[config.mk]
export PLATFORM = sky130hd
export DESIGN_NAME = imm_encoder
export DESIGN_NICKNAME = d
export VERILOG_FILES = /design/src/rtl/imm_encoder.sv
export SDC_FILE = /design/constraint.sdc
export NUM_CORES = 1
export LEC_CHECK = 0
export BUFFER_PORTS_ARGS = -buffer_cell sky130_fd_sc_hd__buf_2
export CELL_PAD_IN_SITES_DETAIL_PLACEMENT = 0
export CELL_PAD_IN_SITES_GLOBAL_PLACEMENT = 1
export CORE_UTILIZATION = 30
export CTS_CLUSTER_DIAMETER = 150
export DETAILED_ROUTE_END_ITERATION = 8
export PLACE_DENSITY = 0.61
export SYNTH_ARGS = -nofsm -noshare
export SYNTH_HDL_FRONTEND = slang
export SYNTH_SLANG_ARGS = --single-unit
[constraint.sdc]
create_clock -name clk -period 3.8 [get_ports clk]
set_input_delay 0.19 -clock clk [delete_from_list [all_inputs] [get_ports clk]]
set_output_delay 0.19 -clock clk [all_outputs]
set_load 0.03 [all_outputs]
[src/rtl/imm_encoder.sv]
// Two-stage RV32 immediate packer with valid/ready output stream and auto-incrementing write address.
// Range checking is compiled in with IMM_ENC_CHECK_EN; without it only selectors 5-7 are errors.
module imm_encoder #(
   parameter int                ADDR_W    = 32,
   parameter logic [ADDR_W-1:0] BASE_ADDR = '0
) (
   input  logic              clk,
   input  logic              rst,
   input  logic              flush,
   input  logic              in_valid,
   output logic              in_ready,
   input  logic [31:0]       in_imm,
   input  logic [2:0]        in_imm_src,
   input  logic [31:0]       in_base,
   output logic              out_valid,
   input  logic              out_ready,
   output logic [31:0]       out_instr,
   output logic              out_err,
   output logic [ADDR_W-1:0] out_addr,
   output logic [15:0]       err_count
);

   localparam logic [2:0] IMM_I = 3'd0;
   localparam logic [2:0] IMM_S = 3'd1;
   localparam logic [2:0] IMM_B = 3'd2;
   localparam logic [2:0] IMM_J = 3'd3;
   localparam logic [2:0] IMM_U = 3'd4;

   logic              s1_valid_q, s1_valid_d;
   logic [31:0]       s1_imm_q, s1_imm_d;
   logic [2:0]        s1_src_q, s1_src_d;
   logic [31:0]       s1_base_q, s1_base_d;
   logic              s1_rng_ok_q, s1_rng_ok_d;
   logic              out_valid_q, out_valid_d;
   logic [31:0]       out_instr_q, out_instr_d;
   logic              out_err_q, out_err_d;
   logic [ADDR_W-1:0] out_addr_q, out_addr_d;
   logic [15:0]       err_count_q, err_count_d;

   logic        s2_load, in_fire, out_fire, rng_ok, s1_err;
   logic [31:0] imm_k, packed_word;

   // Range check on the incoming request, registered alongside it in S1.
   always_comb begin
      rng_ok = 1'b0;
`ifdef IMM_ENC_CHECK_EN
      case (in_imm_src)
         IMM_I, IMM_S: rng_ok = (in_imm[31:11] == {21{in_imm[11]}});
         IMM_B:        rng_ok = (in_imm[31:12] == {20{in_imm[12]}}) && !in_imm[0];
         IMM_J:        rng_ok = (in_imm[31:20] == {12{in_imm[20]}}) && !in_imm[0];
         IMM_U:        rng_ok = (in_imm[11:0] == 12'd0);
         default:      rng_ok = 1'b0;
      endcase
`else
      rng_ok = (in_imm_src <= IMM_U);
`endif
   end

   // Errored words keep the base bits but carry zeroed immediate fields.
   always_comb begin
      s1_err      = !s1_rng_ok_q;
      imm_k       = s1_err ? 32'd0 : s1_imm_q;
      packed_word = s1_base_q;
      case (s1_src_q)
         IMM_I: packed_word[31:20] = imm_k[11:0];
         IMM_S: begin
            packed_word[31:25] = imm_k[11:5];
            packed_word[11:7]  = imm_k[4:0];
         end
         IMM_B: begin
            packed_word[31]    = imm_k[12];
            packed_word[30:25] = imm_k[10:5];
            packed_word[11:8]  = imm_k[4:1];
            packed_word[7]     = imm_k[11];
         end
         IMM_J: begin
            packed_word[31]    = imm_k[20];
            packed_word[30:21] = imm_k[10:1];
            packed_word[20]    = imm_k[11];
            packed_word[19:12] = imm_k[19:12];
         end
         IMM_U:   packed_word[31:12] = imm_k[31:12];
         default: packed_word = s1_base_q;
      endcase
   end

   always_comb begin
      s2_load  = !out_valid_q || out_ready;
      in_ready = !s1_valid_q || s2_load;
      in_fire  = in_valid && in_ready;
      out_fire = out_valid_q && out_ready;

      s1_valid_d  = s1_valid_q;
      s1_imm_d    = s1_imm_q;
      s1_src_d    = s1_src_q;
      s1_base_d   = s1_base_q;
      s1_rng_ok_d = s1_rng_ok_q;
      if (in_fire) begin
         s1_valid_d  = 1'b1;
         s1_imm_d    = in_imm;
         s1_src_d    = in_imm_src;
         s1_base_d   = in_base;
         s1_rng_ok_d = rng_ok;
      end else if (s2_load) begin
         s1_valid_d = 1'b0;
      end

      out_valid_d = out_valid_q;
      out_instr_d = out_instr_q;
      out_err_d   = out_err_q;
      if (s2_load) begin
         out_valid_d = s1_valid_q;
         if (s1_valid_q) begin
            out_instr_d = packed_word;
            out_err_d   = s1_err;
         end
      end

      out_addr_d  = out_fire ? out_addr_q + ADDR_W'(4) : out_addr_q;
      err_count_d = err_count_q;
      if (out_fire && out_err_q && err_count_q != 16'hFFFF)
         err_count_d = err_count_q + 16'd1;

      // Flush discards everything in flight, including a same-cycle handshake.
      if (flush) begin
         s1_valid_d  = 1'b0;
         out_valid_d = 1'b0;
         out_addr_d  = BASE_ADDR;
         err_count_d = err_count_q;
      end
   end

   always_ff @(posedge clk or posedge rst) begin
      if (rst) begin
         s1_valid_q  <= 1'b0;
         s1_imm_q    <= '0;
         s1_src_q    <= '0;
         s1_base_q   <= '0;
         s1_rng_ok_q <= 1'b0;
         out_valid_q <= 1'b0;
         out_instr_q <= '0;
         out_err_q   <= 1'b0;
         out_addr_q  <= BASE_ADDR;
         err_count_q <= '0;
      end else begin
         s1_valid_q  <= s1_valid_d;
         s1_imm_q    <= s1_imm_d;
         s1_src_q    <= s1_src_d;
         s1_base_q   <= s1_base_d;
         s1_rng_ok_q <= s1_rng_ok_d;
         out_valid_q <= out_valid_d;
         out_instr_q <= out_instr_d;
         out_err_q   <= out_err_d;
         out_addr_q  <= out_addr_d;
         err_count_q <= err_count_d;
      end
   end

   assign out_valid = out_valid_q;
   assign out_instr = out_instr_q;
   assign out_err   = out_err_q;
   assign out_addr  = out_addr_q;
   assign err_count = err_count_q;

endmodule
# After elaboration in Yosys (flattened, before gate mapping)
# Cells that the tools add are included.
[classes]
n_bitwise = 1
n_reduce_logical = 17
muxes = 12
n_addsub = 2
eq_ne = 5
n_lt_le_gt_ge = 1
[op_table]
columns = ["cell", "count"]
rows = [
  ["32-bit 2-to-1 mux", 3],
  ["32-bit by 3-bit adder with 32-bit output, second input constant", 1],
  ["7-bit case mux with 4 select lines", 1],
  ["16-bit by 1-bit adder with 16-bit output, second input constant", 1],
  ["16-bit != test, second input constant", 1],
  ["5-bit case mux with 3 select lines", 1],
  ["5-bit case mux with 2 select lines", 1],
  ["8-bit 2-to-1 mux", 1],
  ["3-bit by 2-bit equality test with 1-bit output, second input constant", 2],
  ["1-bit 2-to-1 mux", 5],
  ["1-bit logical AND", 4],
  ["2-bit AND reduction", 2],
  ["2-bit nonzero test", 2],
  ["2-bit OR reduction", 2],
  ["3-bit by 1-bit equality test with 1-bit output, second input constant", 1],
  ["3-bit equality test, second input constant", 1],
  ["3-bit <= comparator, second input constant", 1],
  ["1-bit logical NOT", 3],
  ["3-bit logical NOT", 1],
  ["3-bit nonzero test", 1],
  ["1-bit logical OR", 2],
  ["1-bit inverter", 1],
]
[word_totals]
regBits = 151
elab_cells = 48
output_inout_bits = 83

# Logic depth before layout (Yosys ltp)
# Gate-level depths: netlist of run 1.
[logic_depth]
depth_word = 6
depth_mapped = 8

# Worst setup path after synthesis of run 1
# OpenSTA, ideal clock, no wires.
[synth_timing]
kind = "reg-to-reg"
startpoint = "register out_valid_q (netlist: out_valid)"
endpoint = "register s1_base_q[0]"
stages_incl_launch_ff = 7
t_arrival_ns = 2.026
path_buffers = 2
path_slack_ns = 1.649
t_required_ns = 3.675
path_cell_list = "dfrtp_1 > nor2b_1 > nand2_1 > nand2_1 > buf_2 > buf_2 > mux2_2"
[synth_between]
elab_chain_cells = 4
[synth_lines]
columns = ["element", "line", "text"]
rows = [
  ["start, declared", "34", "logic out_valid_q, out_valid_d;"],
  ["start signal, assigned", "151", "out_valid_q <= out_valid_d;"],
  ["1-bit logical NOT", "88", "s2_load = !out_valid_q || out_ready;"],
  ["1-bit logical OR", "88", ""],
  ["1-bit logical OR", "89", "in_ready = !s1_valid_q || s2_load;"],
  ["named net in_ready", "11", "output logic in_ready,"],
  ["1-bit logical AND", "90", "in_fire = in_valid && in_ready;"],
  ["end signal, assigned", "149", "s1_base_q <= s1_base_d;"],
  ["end, declared", "32", "logic [31:0] s1_base_q, s1_base_d;"],
]
# The timed path passes the listed nets, and every way through them passes these cells.
# A chain may end at the register's enable or synchronous reset.

# Final worst setup path of run 1
[layout_timing]
startpoint = "register s1_src_q[1]"
endpoint = "register out_instr_q[15] (netlist: out_instr[15])"
[layout_between]
elab_chain_cells = 3
word_cells_on_any_way = 4
cone_classes = "2 x eq/ne; 1 x mux; 1 x reduce/logical"
[layout_lines]
columns = ["element", "line", "text"]
rows = [
  ["start, declared", "31", "logic [2:0] s1_src_q, s1_src_d;"],
  ["start signal, assigned", "148", "s1_src_q <= s1_src_d;"],
  ["3-bit equality test / 3-bit by 2-bit equality test with 1-bit output (equally long branches)", "64", "case (s1_src_q)"],
  ["2-bit OR reduction (no source line) (*)", "n/a", ""],
  ["8-bit 2-to-1 mux (*)", "64", ""],
  ["end signal, assigned", "152", "out_instr_q <= out_instr_d;"],
  ["end, declared", "35", "logic [31:0] out_instr_q, out_instr_d;"],
]
# Mark *: on every way between the ends. The rest lies on a longest branch, timed or not.

==> impl_metrics.csv, run 1 <==
group,metric,value,unit
logic_synthesis,muxShareOfSynthArea,13.34,%
critical_path,cp_data_required_time,4040,ps
clock_network,clock_sinks,149,
timing,slew_violations,0,
floorplanning,die_y,150.4,um
power,power.leakage,4.088,nW
critical_path,r2r_start,"s1_src_q[1]",
critical_path,worst-path-max-fanout,19,
final_layout,multi_input_area,2686,um2
timing,fin_crit_sh,59.84,%
min_path,min_from,"in_imm[23]",
place,place_hpwl,10.96,mm
timing,max_freq,439.8,MHz
timing,tightestPinTransition,1131,ps
timing,setup_tns,0,ps
power,power.density_cell_area,487.7,nW/um2
route,vias_per_cell,4.752,
place,portBuffers,152,
route,drt-pass1-iter-count,4,
power,p_sw_share,29.03,%
floorplanning,core_region_area,21290,um2
flow_run,cap_violations,0,
final_layout,area_delta_synth_final,32.15,%
power,intPower,0.003021,W
logic_synthesis,synth_xor_area_share,4.907,%
logic_synthesis,synth_cell_types,45,
timing,setup_ws,1526,ps
clock_network,cts.repair.resized,0,
logic_synthesis,syn_area,6604,um2
global_route,grt.total_usage,15.04,%
logic_synthesis,ys_seq_area_share,56.46,%
final_layout,final_core_util,41.00,%
timing,finClkSkew,11.46,ps
floorplanning,rows,53,
clock_network,max-clock-path-buffers,2,
clock_network,cts_tree,"built",
critical_path,crit_chain,"or2_1, mux2i_2, nor2_1, a31oi_1, o21ai_0",
logic_synthesis,synthFlopType,"dfrtp_1",
place,place_congestion,0.7881,
logic_synthesis,ys_seq_elements,149,
critical_path,end_kind,"register",
logic_synthesis,synth_edf_count,0,
timing,rsz0062_at_grt,"no",
logic_synthesis,synth_top_family_by_area,"simple AND/OR/NAND/NOR gates",
global_route,grt_first_pass_wirelength,26.27,mm
power,switchingPower,0.001235,W
floorplanning,boundaryPins,155,
route,ant_nets,0,
power,power_frac_clock,39.1,%
critical_path,cp-startpoint,"s1_src_q[1]",
global_route,grt_overflow,0,
floorplanning,dieWidth,150.4,um
final_layout,nets,853,
critical_path,critPathArrivalTime,2520,ps
clock_network,clock-root-buffer,"clkbuf_16",
logic_synthesis,synth_area_leader_cell,"dfrtp_1",
logic_synthesis,syn_inst,584,
route,drcViolationCount,0,
route,via_count,5070,
place,pre_cts_slack,1239,ps
logic_synthesis,synthSimpleGateAreaFrac,13.81,%
critical_path,slowest_delay,720,ps
global_route,antenna_found_initial,0,
final_layout,drive_gt1_share,34.09,%
timing,hold_violations,0,
logic_synthesis,syn_area_per_cell,11.31,um2
power,ir_worst_vdd,280.1,uV
final_layout,fillerInstances,2075,
route,wl_per_cell,15.06,um
status,status,"complete, no violations",
timing,max_slew_margin,24.62,%
global_route,first_global_vias,5033,
critical_path,critPathSlowestCell,"mux2i_2",
logic_synthesis,synthAdderAreaFrac,0.3789,%
power,seqPwrFrac,44.2,%
clock_network,cts_buffers,17,
route,routed_wl,16.07,mm
final_layout,ff_latch_area,3729,um2
logic_synthesis,netlist_top_cells_area,"dfrtp_1, mux2_2, nand2_1",
global_route,grt_max_degree,102,
critical_path,critPathKind,"register to register",
clock_network,clkLatencyLatePin,410,ps
logic_synthesis,ys_warn_count,0,
timing,final-setup-viol-count,0,
critical_path,start_kind,"register",
clock_network,clkTransAtPathRegs,60,ps
min_path,hp-class,"input pin to register",
route,drt-initial-drc-count,166,
floorplanning,initial_core_util,31.02,%
final_layout,antenna_cells,0,
clock_network,htreeDepth,4,
logic_synthesis,yosys.area.top_type_share,56.46,%
logic_synthesis,synthArstFlopShare,100.0,%
floorplanning,die-area,22610,um2
power,combPwrFrac,16.8,%
timing,final.min_clock_period,2274,ps
logic_synthesis,synth_compound_area_share,7.977,%
[metrics by stage]
stage	instances	hold WS [ps]	total power [W]	instance area (um2)
after floorplan	585	316.6	0.002356	6611
after global placement	980	396.4	0.002574	7596
after detailed placement	980	397.4	0.002593	7596
after CTS	1066	0.3462	0.004330	8717
after global routing	1067	6.193	0.004477	8727
final	1067	22.67	0.004256	8727
[worst paths after layout]
| kind | to | cells past startpoint | slack (ps) |
|---|---|---|---|
| worst max-delay path | out_instr[15] | 5 | 1530 |
| worst min-delay path | s1_imm_q[23] | 2 | 20 |
| worst max register to register | out_instr[15] | 5 | 1530 |
| worst min register to register | out_instr[22] | 2 | 470 |
| max in group asynchronous | err_count[1] | 4 | 2820 |
| min in group asynchronous | out_instr[14] | 4 | 460 |
[worst max-delay path, delay by kind of cell (launching register included)]
kind / cells / cell delay, ps
AOI/OAI and AO/OA: 2 / 250
muxes: 1 / 720
and+or+nand+nor: 2 / 530
DFF: 1 / 590
[final cells by class]
cell class | count | area share [%]
Inverter | 12 | 0.5591
Timing Repair Buffer | 209 | 15.34
Clock inverter | 13 | 1.692
Tap cell | 275 | 3.943
Clock buffer | 19 | 4.961
Multi-Input combinational cell | 390 | 30.78
Sequential cell | 149 | 42.72
[state kept, by name (all words and copies together) (netlist names)]
| name | count |
|---|---|
| out_addr | 30 |
| out_instr | 32 |
| s1_imm_q | 32 |
| out_err | 1 |
| s1_rng_ok_q | 1 |
| s1_src_q | 3 |
| out_valid | 1 |
| s1_valid_q | 1 |
| s1_base_q | 32 |
| err_count | 16 |
[synthesized netlist by cell type, drive strengths merged (2+ instances only)]
cell type / count
xor2: 22
o31ai: 2
a22o: 6
and4: 6
nor2: 50
nor2b: 5
and3: 17
nand4: 13
nor3: 4
xnor2: 15
nor3b: 2
and2: 2
a21oi: 15
mux2: 77
a22oi: 7
a221oi: 5
o21ai: 34
ha: 2
or3: 3
nand3: 20
dfrtp: 149
nand2b: 2
o211ai: 2
buf: 17
clkbuf: 17
a31oi: 9
inv: 12
nand4b: 2
nand2: 57
[logic make-up (layout without fill, tap and decap cells)]
| logic type | count (synthesis) | count (layout) |
|---|---|---|
| AO/OA/AOI/OAI | 85 | 85 |
| XOR/XNOR | 37 | 37 |
| buffers and inverters | 46 | 253 |
| adder cells (fa/ha/maj) | 2 | 2 |
| AND/OR/NAND/NOR | 186 | 186 |
| other | 1 | 2 |
| multiplexers | 78 | 78 |
| flip-flops | 149 | 149 |
[layer usage]
metal  part of all wire [%]  GRT usage, %  vias to the layer above
met4                   0.75         4.192                        0
li1                       -             -                     2436
met2                     47         23.73                      136
met5                      0             0                        -
met1                     47         20.27                     2489
met3                    5.5         3.939                        9
[cells in the final DEF, fill, tap and decap left out, types with 4 or more instances in the layout]
cell type / instances
a22oi_1: 7
dfrtp_1: 149
buf_2: 152
xnor2_1: 15
inv_1: 11
dlygate4sd3_1: 55
a21oi_1: 14
nor2b_1: 5
mux2_2: 77
nor2_1: 50
a221oi_1: 5
nand4_1: 13
clkbuf_16: 17
nand3_1: 19
a22o_1: 6
nand2_1: 56
xor2_1: 22
o21ai_0: 34
clkinv_4: 4
and3_1: 17
a31oi_1: 9
and4_1: 6
[repair_timing]
item                      CTS  global route
hold endpoints to repair  154             1
buffers inserted            0             0
hold buffers               54             1
[power by group through the flow]
| stage | sequential, W | clock, W | combinational (W) |
|---|---|---|---|
| 6_report | 0.00188 | 0.00166 | 0.000713 |
| 2_1_floorplan | 0.00204 | 0 | 0.000320 |
| 4_1_cts | 0.00188 | 0.00172 | 0.000725 |
| 3_3_place_gp | 0.00190 | 0 | 0.000672 |
| 3_5_place_dp | 0.00191 | 0 | 0.000682 |
| 5_1_grt | 0.00191 | 0.00179 | 0.000783 |
Power figures use the tool's default switching activity.
==> run 2: changes to the inputs <==
--- a/config.mk
+++ b/config.mk
@@ -11,7 +11,7 @@
 export CORE_UTILIZATION = 30
 export CTS_CLUSTER_DIAMETER = 150
 export DETAILED_ROUTE_END_ITERATION = 8
-export PLACE_DENSITY = 0.61
+export PLACE_DENSITY = 0.58
 export SYNTH_ARGS = -nofsm -noshare
 export SYNTH_HDL_FRONTEND = slang
 export SYNTH_SLANG_ARGS = --single-unit
==> constraint.sdc (replaced) <==
create_clock -name clk -period 2.3 [get_ports clk]
set_input_delay 0.115 -clock clk [delete_from_list [all_inputs] [get_ports clk]]
set_output_delay 0.115 -clock clk [all_outputs]
set_load 0.03 [all_outputs]
==> run 2 against run 1 <==
Global-route usage increased by 0.57 points. First-iteration DRC count decreased by 16%. Core utilization increased by 1.6 points. Critical path depth increased by 1. Die area unchanged. Final cell count increased by 3.0%. Critical endpoint is now err_count[10]. Largest cell class unchanged.
==> impl_metrics.csv, run 2 (same netlist as run 1, synthesis figures left out) <==
group,metric,value,unit
timing,max_freq,526.9,MHz
critical_path,start_kind,"register",
global_route,top_usage_layer,"met2",
global_route,first_global_vias,5328,
critical_path,end_kind,"register",
power,ir_worst_vdd,451.6,uV
clock_network,postCtsSetupBuffers,0,
place,portBuffers,152,
power,combPwrFrac,17.4,%
critical_path,regToRegEndpoint,"err_count[10]",
route,routed_wl,16.67,mm
clock_network,clock-root-buffer,"clkbuf_16",
clock_network,cts_buffers,17,
place,place_congestion,0.7746,
power,intPower,0.005203,W
final_layout,area_delta_synth_final,37.40,%
route,drt-initial-drc-count,139,
global_route,grt.total_usage,15.62,%
timing,final.min_clock_period,1898,ps
clock_network,cts.repair.resized,0,
final_layout,nets,885,
final_layout,final_common_cell,"buf_2",
route,wl_per_cell,15.17,um
floorplanning,core_region_area,21290,um2
timing,hold_violations,0,
timing,fin_crit_sh,82.52,%
place,dp_cells,996,
min_path,hp-class,"input pin to async pin",
timing,tightestPinTransition,633.8,ps
floorplanning,die_y,150.4,um
route,drcViolationCount,0,
clock_network,clkLatencyLatePin,420,ps
critical_path,r2r_cells,6,
clock_network,max-clock-path-buffers,2,
timing,finClkSkew,8.117,ps
timing,max_slew_margin,57.66,%
global_route,grt_util_met3,4.303,%
route,ant_nets,0,
critical_path,worst-path-max-fanout,6,
status,status,"complete, no violations",
critical_path,critPathArrivalTime,2210,ps
final_layout,antenna_cells,0,
clock_network,htreeDepth,4,
clock_network,cts_tree,"built",
critical_path,r2r_start,"err_count[0]",
power,switchingPower,0.002071,W
power,power.density_cell_area,801.6,nW/um2
final_layout,drive_gt1_share,34.95,%
critical_path,critPathKind,"register to register",
floorplanning,rows,53,
critical_path,cp_data_required_time,2610,ps
floorplanning,dieWidth,150.4,um
floorplanning,die-area,22610,um2
route,vias_per_cell,4.719,
global_route,grt_overflow,0,
clock_network,clkTransAtPathRegs,60,ps
floorplanning,initial_core_util,31.02,%
timing,final-setup-viol-count,0,
global_route,grt_max_degree,68,
power,seqPwrFrac,42.4,%
global_route,grt_first_pass_wirelength,27.25,mm
timing,setup_tns,0,ps
clock_network,hold_buffers,71,
critical_path,r2r_slack,400,ps
route,via_count,5186,
global_route,antenna_found_initial,0,
global_route,grt_use_met2,25.51,%
power,power.leakage,4.259,nW
final_layout,mostFrequentLayoutCells,"buf_2, dfrtp_1, mux2_2",
final_layout,fin_cells,1099,
power,power_frac_clock,40.2,%
global_route,met1_usage,19.61,%
place,place_hpwl,11.73,mm
final_layout,fillerInstances,2048,
timing,worst_hold_slack,328.6,ps
floorplanning,boundaryPins,155,
clock_network,clock_sinks,149,
flow_run,cap_violations,0,
power,p_sw_share,28.47,%
route,drt-pass1-iter-count,4,
timing,slew_violations,0,
timing,rsz0062_at_grt,"no",
==> run 2: changes by cell type in the layout (fill, tap and decap cells not counted), sizes merged <==
| cell | previous run | this run |
|---|---|---|
| clkinv | 7 | 5 |
| buf | 154 | 170 |
| bufinv | 2 | 3 |
| clkinvlp | 1 | 2 |
| dlygate4sd3 | 55 | 71 |
==> run 2: critical path: stages (launching register included) <==
cell,delay [ps]
dfrtp_1,420
ha_1,220
nand3_1,210
nor3_1,500
and3_1,250
nand3_1,80
o21a_1,110
==> run 2: power by group through the flow <==
stage	combinational [W]	sequential (W)	clock (W)
4_1_cts	0.00129	0.00308	0.00302
6_report	0.00127	0.00308	0.00293
2_1_floorplan	0.000529	0.00336	0
5_1_grt	0.00139	0.00312	0.00314
3_3_place_gp	0.00118	0.00311	0
3_5_place_dp	0.00119	0.00313	0
==> run 2: cell type report <==
cell class,instances,area (um2),area share [%]
clock inverter,13,168.9,1.862
multi-input combinational,390,2686,29.61
sequential,149,3729,41.09
tap,275,344.1,3.792
inverter,12,48.80,0.5378
clock buffer,19,452.9,4.992
timing repair buffer,241,1644,18.12
==> run 2: worst max path at each step <==
stage | start | to | slack, ps | cells past startpoint
finish | err_count[0] | err_count[10] | 400 | 6
global route | err_count[0] | err_count[10] | 220 | 6
CTS | out_valid | s1_imm_q[2] | 380 | 5
detailed placement | out_valid | out_instr[25] | 380 | 4
global placement | out_valid | s1_base_q[5] | 430 | 5
floorplan | out_valid | s1_base_q[0] | 150 | 6
==> run 2: metrics by stage <==
stage / power (W) / setup slack [ps] / utilization, % / cell area (um2)
floorplan: 0.003892 / 149.2 / - / 6611
global placement: 0.004292 / 425.2 / 36.37 / 7741
detailed placement: 0.004326 / 384.4 / 36.37 / 7741
CTS: 0.007397 / 375.5 / 42.63 / 9074
global route: 0.007649 / 217.7 / 42.63 / 9074
finish: 0.007273 / 402.0 / 42.63 / 9074
==> run 2: metal layers <==
| metal | up-vias | routed length [um] |
|---|---|---|
| met2 | 137 | 8047 |
| met1 | 2529 | 7367 |
| met5 | - | 0 |
| met4 | 0 | 290 |
| met3 | 20 | 961 |
| li1 | 2500 | - |
